[src/rtl/sample_modulation_azseq_pkg.sv]
// Shared state encoding and code constants for the auto-zero sample sequencer.
// LO_SETTLE exists only when SAMPLE_MODULATION_AZSEQ_SETTLE_EN is defined.
package sample_modulation_azseq_pkg;

  typedef enum logic [3:0] {
    S_IDLE,
    S_PC_BOOT,
    S_PC_WAIT,
    S_HI_SEL,
    S_HI_WAIT,
    S_HI_TRIG,
    S_HI_ADC,
    S_PC_BOOT2,
    S_PC_WAIT2,
    S_LO_SEL,
`ifdef SAMPLE_MODULATION_AZSEQ_SETTLE_EN
    S_LO_SETTLE,
`endif
    S_LO_TRIG,
    S_LO_ADC
  } azseq_state_t;

  localparam logic       SW_PC_SIGNAL = 1'b1;
  localparam logic       SW_PC_BOOT   = 1'b0;
  localparam logic [3:0] AZMUX_OFF    = 4'h0;

endpackage

[src/rtl/azseq_dwell_counter.sv]
// Loadable down-counter that stops at zero; used for every precharge/settle dwell.
module azseq_dwell_counter #(
  parameter int unsigned CNT_W = 24
) (
  input  logic             clk,
  input  logic             reset,
  input  logic             i_load,
  input  logic [CNT_W-1:0] i_load_val,
  input  logic             i_count,
  output logic             o_zero
);

  logic [CNT_W-1:0] r_cnt;

  always_ff @(posedge clk or posedge reset) begin
    if (reset) begin
      r_cnt <= '0;
    end else if (i_load) begin
      r_cnt <= i_load_val;
    end else if (i_count && !o_zero) begin
      r_cnt <= r_cnt - CNT_W'(1);
    end
  end

  assign o_zero = (r_cnt == '0);

endmodule

[src/rtl/sample_modulation_azseq.sv]
// HI/LO auto-zero measurement sequencer with per-channel AZ-mux codes.
// Define SAMPLE_MODULATION_AZSEQ_SETTLE_EN to add the LO settle dwell.
module sample_modulation_azseq
  import sample_modulation_azseq_pkg::*;
#(
  parameter int unsigned CLK_FREQ = 20000000,
  parameter int unsigned NCH      = 4,
  parameter int unsigned CNT_W    = 24
) (
  input  logic                                      clk,
  input  logic                                      reset,
  input  logic                                      az_mode,
  input  logic [NCH*4-1:0]                          azmux_hi_vals,
  input  logic [3:0]                                azmux_lo_val,
  input  logic [CNT_W-1:0]                          precharge_n,
  input  logic [CNT_W-1:0]                          settle_n,
  input  logic                                      adc_measure_valid,
  output logic                                      adc_measure_trig,
  output logic                                      sw_pc_ctl,
  output logic [3:0]                                azmux,
  output logic                                      led0,
  output logic [1:0]                                monitor,
  output logic [((NCH > 1) ? $clog2(NCH) : 1)-1:0]  chan,
  output logic                                      hi_phase
);

  localparam int unsigned CHW = (NCH > 1) ? $clog2(NCH) : 1;

  azseq_state_t     r_state;
  logic             r_trig;
  logic             r_sw_pc;
  logic [3:0]       r_azmux;
  logic             r_led0;
  logic [1:0]       r_monitor;
  logic [CHW-1:0]   r_chan;
  logic             r_hi_phase;
  logic             r_adc_armed;

  logic             w_load;
  logic             w_count;
  logic             w_zero;
  logic [CNT_W-1:0] w_load_val;
  logic             w_wrap;
  logic [CHW-1:0]   w_chan_adv;
  logic [3:0]       w_hi_cur;
  logic [3:0]       w_hi_adv;
  logic             w_adc_done;
  logic             w_unused_cfg;

  function automatic logic [3:0] hi_code(input logic [NCH*4-1:0] vals, input logic [CHW-1:0] c);
    return vals[{c, 2'b00} +: 4];
  endfunction

  assign w_wrap       = (r_chan == CHW'(NCH - 1));
  assign w_chan_adv   = w_wrap ? '0 : r_chan + CHW'(1);
  assign w_hi_cur     = hi_code(azmux_hi_vals, r_chan);
  assign w_hi_adv     = hi_code(azmux_hi_vals, w_chan_adv);
  // The first ADC cycle never counts, so a valid left over from the trigger cycle is ignored.
  assign w_adc_done   = r_adc_armed & adc_measure_valid;
  assign w_unused_cfg = (CLK_FREQ == 0);

`ifndef SAMPLE_MODULATION_AZSEQ_SETTLE_EN
  logic w_unused_settle;
  assign w_unused_settle = ^settle_n;
`endif

  always_comb begin
    w_load     = 1'b0;
    w_count    = 1'b0;
    w_load_val = precharge_n;
    unique case (r_state)
      S_PC_BOOT, S_HI_SEL, S_PC_BOOT2: w_load = 1'b1;
      S_PC_WAIT, S_HI_WAIT, S_PC_WAIT2: w_count = 1'b1;
`ifdef SAMPLE_MODULATION_AZSEQ_SETTLE_EN
      S_LO_SEL: begin
        w_load     = 1'b1;
        w_load_val = settle_n;
      end
      S_LO_SETTLE: w_count = 1'b1;
`endif
      default: ;
    endcase
  end

  azseq_dwell_counter #(.CNT_W(CNT_W)) u_dwell (
    .clk        (clk),
    .reset      (reset),
    .i_load     (w_load),
    .i_load_val (w_load_val),
    .i_count    (w_count),
    .o_zero     (w_zero)
  );

  // Outputs are updated on the edge that enters a state, so they line up with that state.
  always_ff @(posedge clk or posedge reset) begin
    if (reset) begin
      r_state     <= S_IDLE;
      r_trig      <= 1'b0;
      r_sw_pc     <= SW_PC_BOOT;
      r_azmux     <= AZMUX_OFF;
      r_led0      <= 1'b0;
      r_monitor   <= '0;
      r_chan      <= '0;
      r_hi_phase  <= 1'b0;
      r_adc_armed <= 1'b0;
    end else begin
      r_trig       <= 1'b0;
      r_monitor[1] <= 1'b0;
      unique case (r_state)
        S_IDLE:    r_state <= S_PC_BOOT;
        S_PC_BOOT: r_state <= S_PC_WAIT;
        S_PC_WAIT: if (w_zero) begin
          r_state <= S_HI_SEL;
          r_azmux <= w_hi_cur;
        end
        S_HI_SEL:  r_state <= S_HI_WAIT;
        S_HI_WAIT: if (w_zero) begin
          r_state      <= S_HI_TRIG;
          r_trig       <= 1'b1;
          r_monitor[1] <= 1'b1;
          r_sw_pc      <= SW_PC_SIGNAL;
          r_led0       <= 1'b1;
          r_hi_phase   <= 1'b1;
        end
        S_HI_TRIG: begin
          r_state     <= S_HI_ADC;
          r_adc_armed <= 1'b0;
        end
        S_HI_ADC: begin
          r_adc_armed <= 1'b1;
          if (w_adc_done) begin
            if (az_mode) begin
              r_state <= S_PC_BOOT2;
              r_sw_pc <= SW_PC_BOOT;
            end else begin
              r_state      <= S_HI_SEL;
              r_chan       <= w_chan_adv;
              r_azmux      <= w_hi_adv;
              r_monitor[0] <= r_monitor[0] ^ w_wrap;
            end
          end
        end
        S_PC_BOOT2: r_state <= S_PC_WAIT2;
        S_PC_WAIT2: if (w_zero) begin
          r_state    <= S_LO_SEL;
          r_azmux    <= azmux_lo_val;
          r_led0     <= 1'b0;
          r_hi_phase <= 1'b0;
        end
`ifdef SAMPLE_MODULATION_AZSEQ_SETTLE_EN
        S_LO_SEL:    r_state <= S_LO_SETTLE;
        S_LO_SETTLE: if (w_zero) begin
          r_state <= S_LO_TRIG;
          r_trig  <= 1'b1;
        end
`else
        S_LO_SEL: begin
          r_state <= S_LO_TRIG;
          r_trig  <= 1'b1;
        end
`endif
        S_LO_TRIG: begin
          r_state     <= S_LO_ADC;
          r_adc_armed <= 1'b0;
        end
        S_LO_ADC: begin
          r_adc_armed <= 1'b1;
          if (w_adc_done) begin
            r_state      <= S_HI_SEL;
            r_chan       <= w_chan_adv;
            r_azmux      <= w_hi_adv;
            r_monitor[0] <= r_monitor[0] ^ w_wrap;
          end
        end
        default: r_state <= S_IDLE;
      endcase
    end
  end

  assign adc_measure_trig = r_trig;
  assign sw_pc_ctl        = r_sw_pc;
  assign azmux            = r_azmux;
  assign led0             = r_led0;
  assign monitor          = r_monitor;
  assign chan             = r_chan;
  assign hi_phase         = r_hi_phase;

endmodule

[config.mk]
export PLATFORM = sky130hd
export DESIGN_NAME = sample_modulation_azseq
export DESIGN_NICKNAME = d
export VERILOG_FILES = /design/src/rtl/sample_modulation_azseq_pkg.sv /design/src/rtl/azseq_dwell_counter.sv /design/src/rtl/sample_modulation_azseq.sv
export SDC_FILE = /design/constraint.sdc
export NUM_CORES = 1
export LEC_CHECK = 0
export BUFFER_PORTS_ARGS = -buffer_cell sky130_fd_sc_hd__buf_2
export CORE_ASPECT_RATIO = 0.9
export CORE_MARGIN = 2
export CORE_UTILIZATION = 30
export CTS_BUF_LIST = sky130_fd_sc_hd__clkbuf_4
export DETAILED_ROUTE_END_ITERATION = 6
export RECOVER_POWER = 50
export SLEW_MARGIN = 5
export SYNTH_ARGS = -nofsm -noshare
export SYNTH_HDL_FRONTEND = slang
export SYNTH_SLANG_ARGS = --single-unit
[constraint.sdc]
create_clock -name clk -period 3.8 [get_ports clk]
set_input_delay 0.19 -clock clk [delete_from_list [all_inputs] [get_ports clk]]
set_output_delay 0.19 -clock clk [all_outputs]
set_load 0.01 [all_outputs]
==> results summary <==
The run finished, with violations left. The final reports fail on capacitance limit, slew limit. After floorplanning, the core was divided into 31 placement rows. The wire-length estimate of the detail-placed layout is about 4.1 mm.

The number of resized instances in the post-cts repair step is 0. The sequential share of power is between 40% and 50%. The family of cells with the greatest summed delay on the critical path is buffers and inverters. The multiplexer area fraction after synthesis came out at roughly 6.0%.

For the final routed database, the setup TNS stands at 0 ns. Among all flip-flop cells after synthesis, the most frequent one is sky130_fd_sc_hd__dfrtp_1. Setup repair after global routing left no endpoint under its margin. The H-tree was split into 2 levels.

The global route total overflow is 0. The effective utilization at floorplan is a little under a third. The routed wirelength normalized by instance count came out at roughly 13 µm.

The clock net in this run drives a total of 40 sinks. Summed over all instances, the cell type with the most area after synthesis is sky130_fd_sc_hd__dfrtp_1. The switching share of total power is a little over two fifths. The count of vias placed by the detailed router is 2121. The total non-filler cell area in the finished layout came out at 2930 µm². The tree is rooted in a sky130_fd_sc_hd__clkbuf_4. STA classifies the critical path startpoint as an input pin. The top achievable clock speed is ~410 MHz. In this run the cell area of the synthesized design comes to between 2000 and 2500 µm². By area, the combinational part of the netlist is dominated by simple AND/OR/NAND/NOR gates.

The layout overhead on the synthesized area came out at 18.1%. Leaving out fill and tap cells, the most frequent cells in the layout are sky130_fd_sc_hd__buf_2 (53), sky130_fd_sc_hd__dfrtp_1 (40), sky130_fd_sc_hd__nor2_1 (36). For this run, design rule violations remaining after detail routing come to 0.

In this run the critical register-to-register path is captured at azmux[3]$_DFFE_PP0P_. For this design, the slowest cell found on the critical path is sky130_fd_sc_hd__clkbuf_1. Across all hold checks on the routed design, the worst slack comes to roughly 0.076 ns. In this run the static leakage power is about 0.0013 µW. Of the total power, combinational logic draws between 40% and 50%.

Clock-pin slew was measured on the worst setup and hold paths at roughly 0.12 ns. The weighted congestion at the end of routability-driven global placement is between 0.7 and 0.8. The number of nets in the synthesized netlist is around 350. A synthesized cell averages approximately 9.2 µm². The DRC marker count from the first detailed-route iteration is 64. The total routing usage reported by global routing came out at 13.1%. The filler cells instantiated in the layout total 850. In the post-synthesis netlist, the biggest area contributors are sky130_fd_sc_hd__dfrtp_1 (40%), sky130_fd_sc_hd__nor2_1 (5.4%), sky130_fd_sc_hd__a21oi_1 (4.8%). The largest fanout on the critical path is 40. The fraction of the mapped netlist area in adder cells is between 1 and 1.5%.

The share of the Yosys chip area taken by registers is between 40% and 50%. The worst flop-to-flop path startpoint is u_dwell.r_cnt[0]$_DFFE_PP0P_. In the final design database the tool counted between 400 and 500 nets. After synthesis the netlist holds a flip-flop and latch count of 40. Pin placement for this block handled 84 I/O pins. The internal power consumption is around 1100 µW. The number of pins exceeding their max-slew limit in the final report is approximately 40. The ratio of cells with drive above 1 in the final layout is roughly 23%. For this design the total switching power over the nets is about 840 µW. The worst min-delay path startpoint is precharge_n[12]. The total number of yosys warnings is 0. Of all flip-flops after synthesis, the portion carrying an async set or reset was 100%. The required time of the worst setup path is 3.82 ns. The count of buffers added on input and output ports is 59.

The clock network fraction of design power is between 10% and 20%. Data on the critical path arrives at its endpoint at ~2.5 ns. From bottom edge to top edge, the die measures ~90 µm. For the pin with the worst max-slew slack, the measured transition is between 2 and 2.5 ns. The minimum setup slack among reg-to-reg paths is between 1 and 1.5 ns. The power per unit of standard cell area came out at 672 nW/µm². TritonCTS built the clock tree. For the worst flop-to-flop path, the logic depth is 8.

The first global-routing pass estimated about 9.7 mm of wire. Summing the areas of all and, or, nand and nor instances in the mapped netlist gives a little under a quarter of the synthesized area. The number of hold violations in the final report came out at 0. The final worst-path cycle share came out at between 60% and 70%.

In this run, synthesis inferred 0 flip-flops with an integrated enable. The worst hold path depth is 2. The number of max-cap violations is 1. The cell area reported after detailed placement came out at 2860 µm². The delay of the slowest critical-path stage came out at about 1.6 ns. Summed over all layers, the routed wires come to about 5.6 mm. The count of inserted antenna diode cells is 0.

The largest net degree at the start of global routing came out at 41. The min-delay analysis places its worst path in the category in -> reg. The minimum period implied by the final worst setup slack came out at roughly 2.5 ns.

After technology mapping, the gate count stands at 271. Traced cell by cell, the critical path runs through dlygate4sd3_1 > buf_2 > inv_1 > clkbuf_1. The most common cell after layout, fill and taps aside is sky130_fd_sc_hd__buf_2. The number of distinct library cell variants in the gate-level netlist after synthesis came out at 56. The clock arrives with 0.00849 ns of skew.

The number of global-route vias before repair is around 2100. The XOR/XNOR share of the synthesized area is between 8 and 9%. The normalized max-slew margin came out at -47.6%. The number of buffers inserted by post-CTS setup repair is 0. The area of the core came out at 8030 µm². The floorplan die area is around 9000 µm².

The number of buffers created by CTS is 5. The end of the worst hold path is u_dwell.r_cnt[12]$_DFFE_PP0P_. The final antenna-violating net count came out at 0. IR analysis of the VDD net gives a maximum drop of between 0.0003 and 0.0004 V. In the routed layout, each cell is associated on average with a via count of ~5.0. The number of hold buffers added after CTS was 1.

The total buffers and inverters traversed by the critical path came out at 4. The count of endpoints failing setup in the final report came out at 0. The category of the most critical setup path is in -> async. The largest buffer count on any clock path came out at 2. Measured on the finished design, the core utilization comes to ~36%. The total power of the final layout is between 1500 and 2000 µW. The initial antenna violation count came out at 0. The count of TritonRoute iterations in the first routing pass came out at 5. The synthesized netlist devotes between 10% and 20% of its cell area to compound gates. The clock latency on the worst-skew pair came out at 0.34 ns. The top cell type's share of synthesized area came out at between 40% and 50%. The horizontal die dimension came out at 99.9 µm.

The capturing element type of the critical path is an async pin.
[routing by layer]
layer | global-route usage [%] | routed length [µm] | vias up
met3 | 2.63 | 275 | 6
met1 | 17.4 | 2750 | 976
met2 | 21.7 | 2550 | 55
li1 | - | - | 1084
met5 | 0 | 0 | -
met4 | 3.54 | 64 | 0
[Yosys cell counts, types with 6 or more instances]
cell type                  number
sky130_fd_sc_hd__clkbuf_1       6
sky130_fd_sc_hd__nand2_1       17
sky130_fd_sc_hd__xor2_1        12
sky130_fd_sc_hd__mux2i_1        8
sky130_fd_sc_hd__nor3_1        11
sky130_fd_sc_hd__inv_1          6
sky130_fd_sc_hd__nor2_1        36
sky130_fd_sc_hd__xnor2_1       11
sky130_fd_sc_hd__dfrtp_1       40
sky130_fd_sc_hd__o21ai_0       13
sky130_fd_sc_hd__a21oi_1       24
[metrics by stage]
| stage | setup slack (ns) | cells |
|---|---|---|
| 6_report | 1.35 | 427 |
| 3_3_place_gp | 1.42 | 418 |
| 3_5_place_dp | 1.37 | 418 |
| 5_1_grt | 0.825 | 427 |
| 2_1_floorplan | 1.72 | 271 |
| 4_1_cts | 1.34 | 427 |
[power by group through the flow]
stage	clock, µW	combinational [µW]	sequential, µW
global placement	0	843	845
CTS	291	864	844
finish	276	847	846
detailed placement	0	858	853
global route	305	966	882
floorplan	0	706	771
[how the worst max path moves through the flow]
| stage | cells past startpoint | startpoint | end | slack (ns) |
|---|---|---|---|---|
| 3_5_place_dp | 6 | r_state[2]$_DFFE_PP0P_ | azmux[0]$_DFFE_PP0P_ | 1.37 |
| 6_report | 4 | reset | u_dwell.r_cnt[3]$_DFFE_PP0P_ | 1.35 |
| 2_1_floorplan | 9 | u_dwell.r_cnt[0]$_DFFE_PP0P_ | azmux[3]$_DFFE_PP0P_ | 1.72 |
| 4_1_cts | 6 | r_state[2]$_DFFE_PP0P_ | azmux[1]$_DFFE_PP0P_ | 1.34 |
| 3_3_place_gp | 8 | u_dwell.r_cnt[0]$_DFFE_PP0P_ | azmux[3]$_DFFE_PP0P_ | 1.42 |
| 5_1_grt | 4 | reset | u_dwell.r_cnt[9]$_DFFE_PP0P_ | 0.83 |
[state kept, by name, indices dropped and copies added, names as in the netlist]
register          cells
adc_measure_trig      1
azmux                 4
chan                  2
hi_phase              1
monitor               2
r_adc_armed           1
r_state               4
sw_pc_ctl             1
u_dwell.r_cnt        24
[cells by family (layout without fill, tap and decap cells)]
group,Yosys count,count (layout)
fa+ha+maj,2,2
flops,40,40
compound gates,69,69
buf+inv,20,77
xor+xnor,23,23
mux,13,13
simple gates,104,104
[layout make-up]
type                            count  area, µm²  area share, %
Clock buffer                        5       37.5           1.28
Tap cell                           99        124           4.23
Timing Repair Buffer               63        317           10.8
Inverter                            6       22.5          0.769
Sequential cell                    40       1000           34.2
Clock inverter                      3       37.5           1.28
Multi-Input combinational cell    211       1390           47.5
Power figures use the tool's default switching activity.
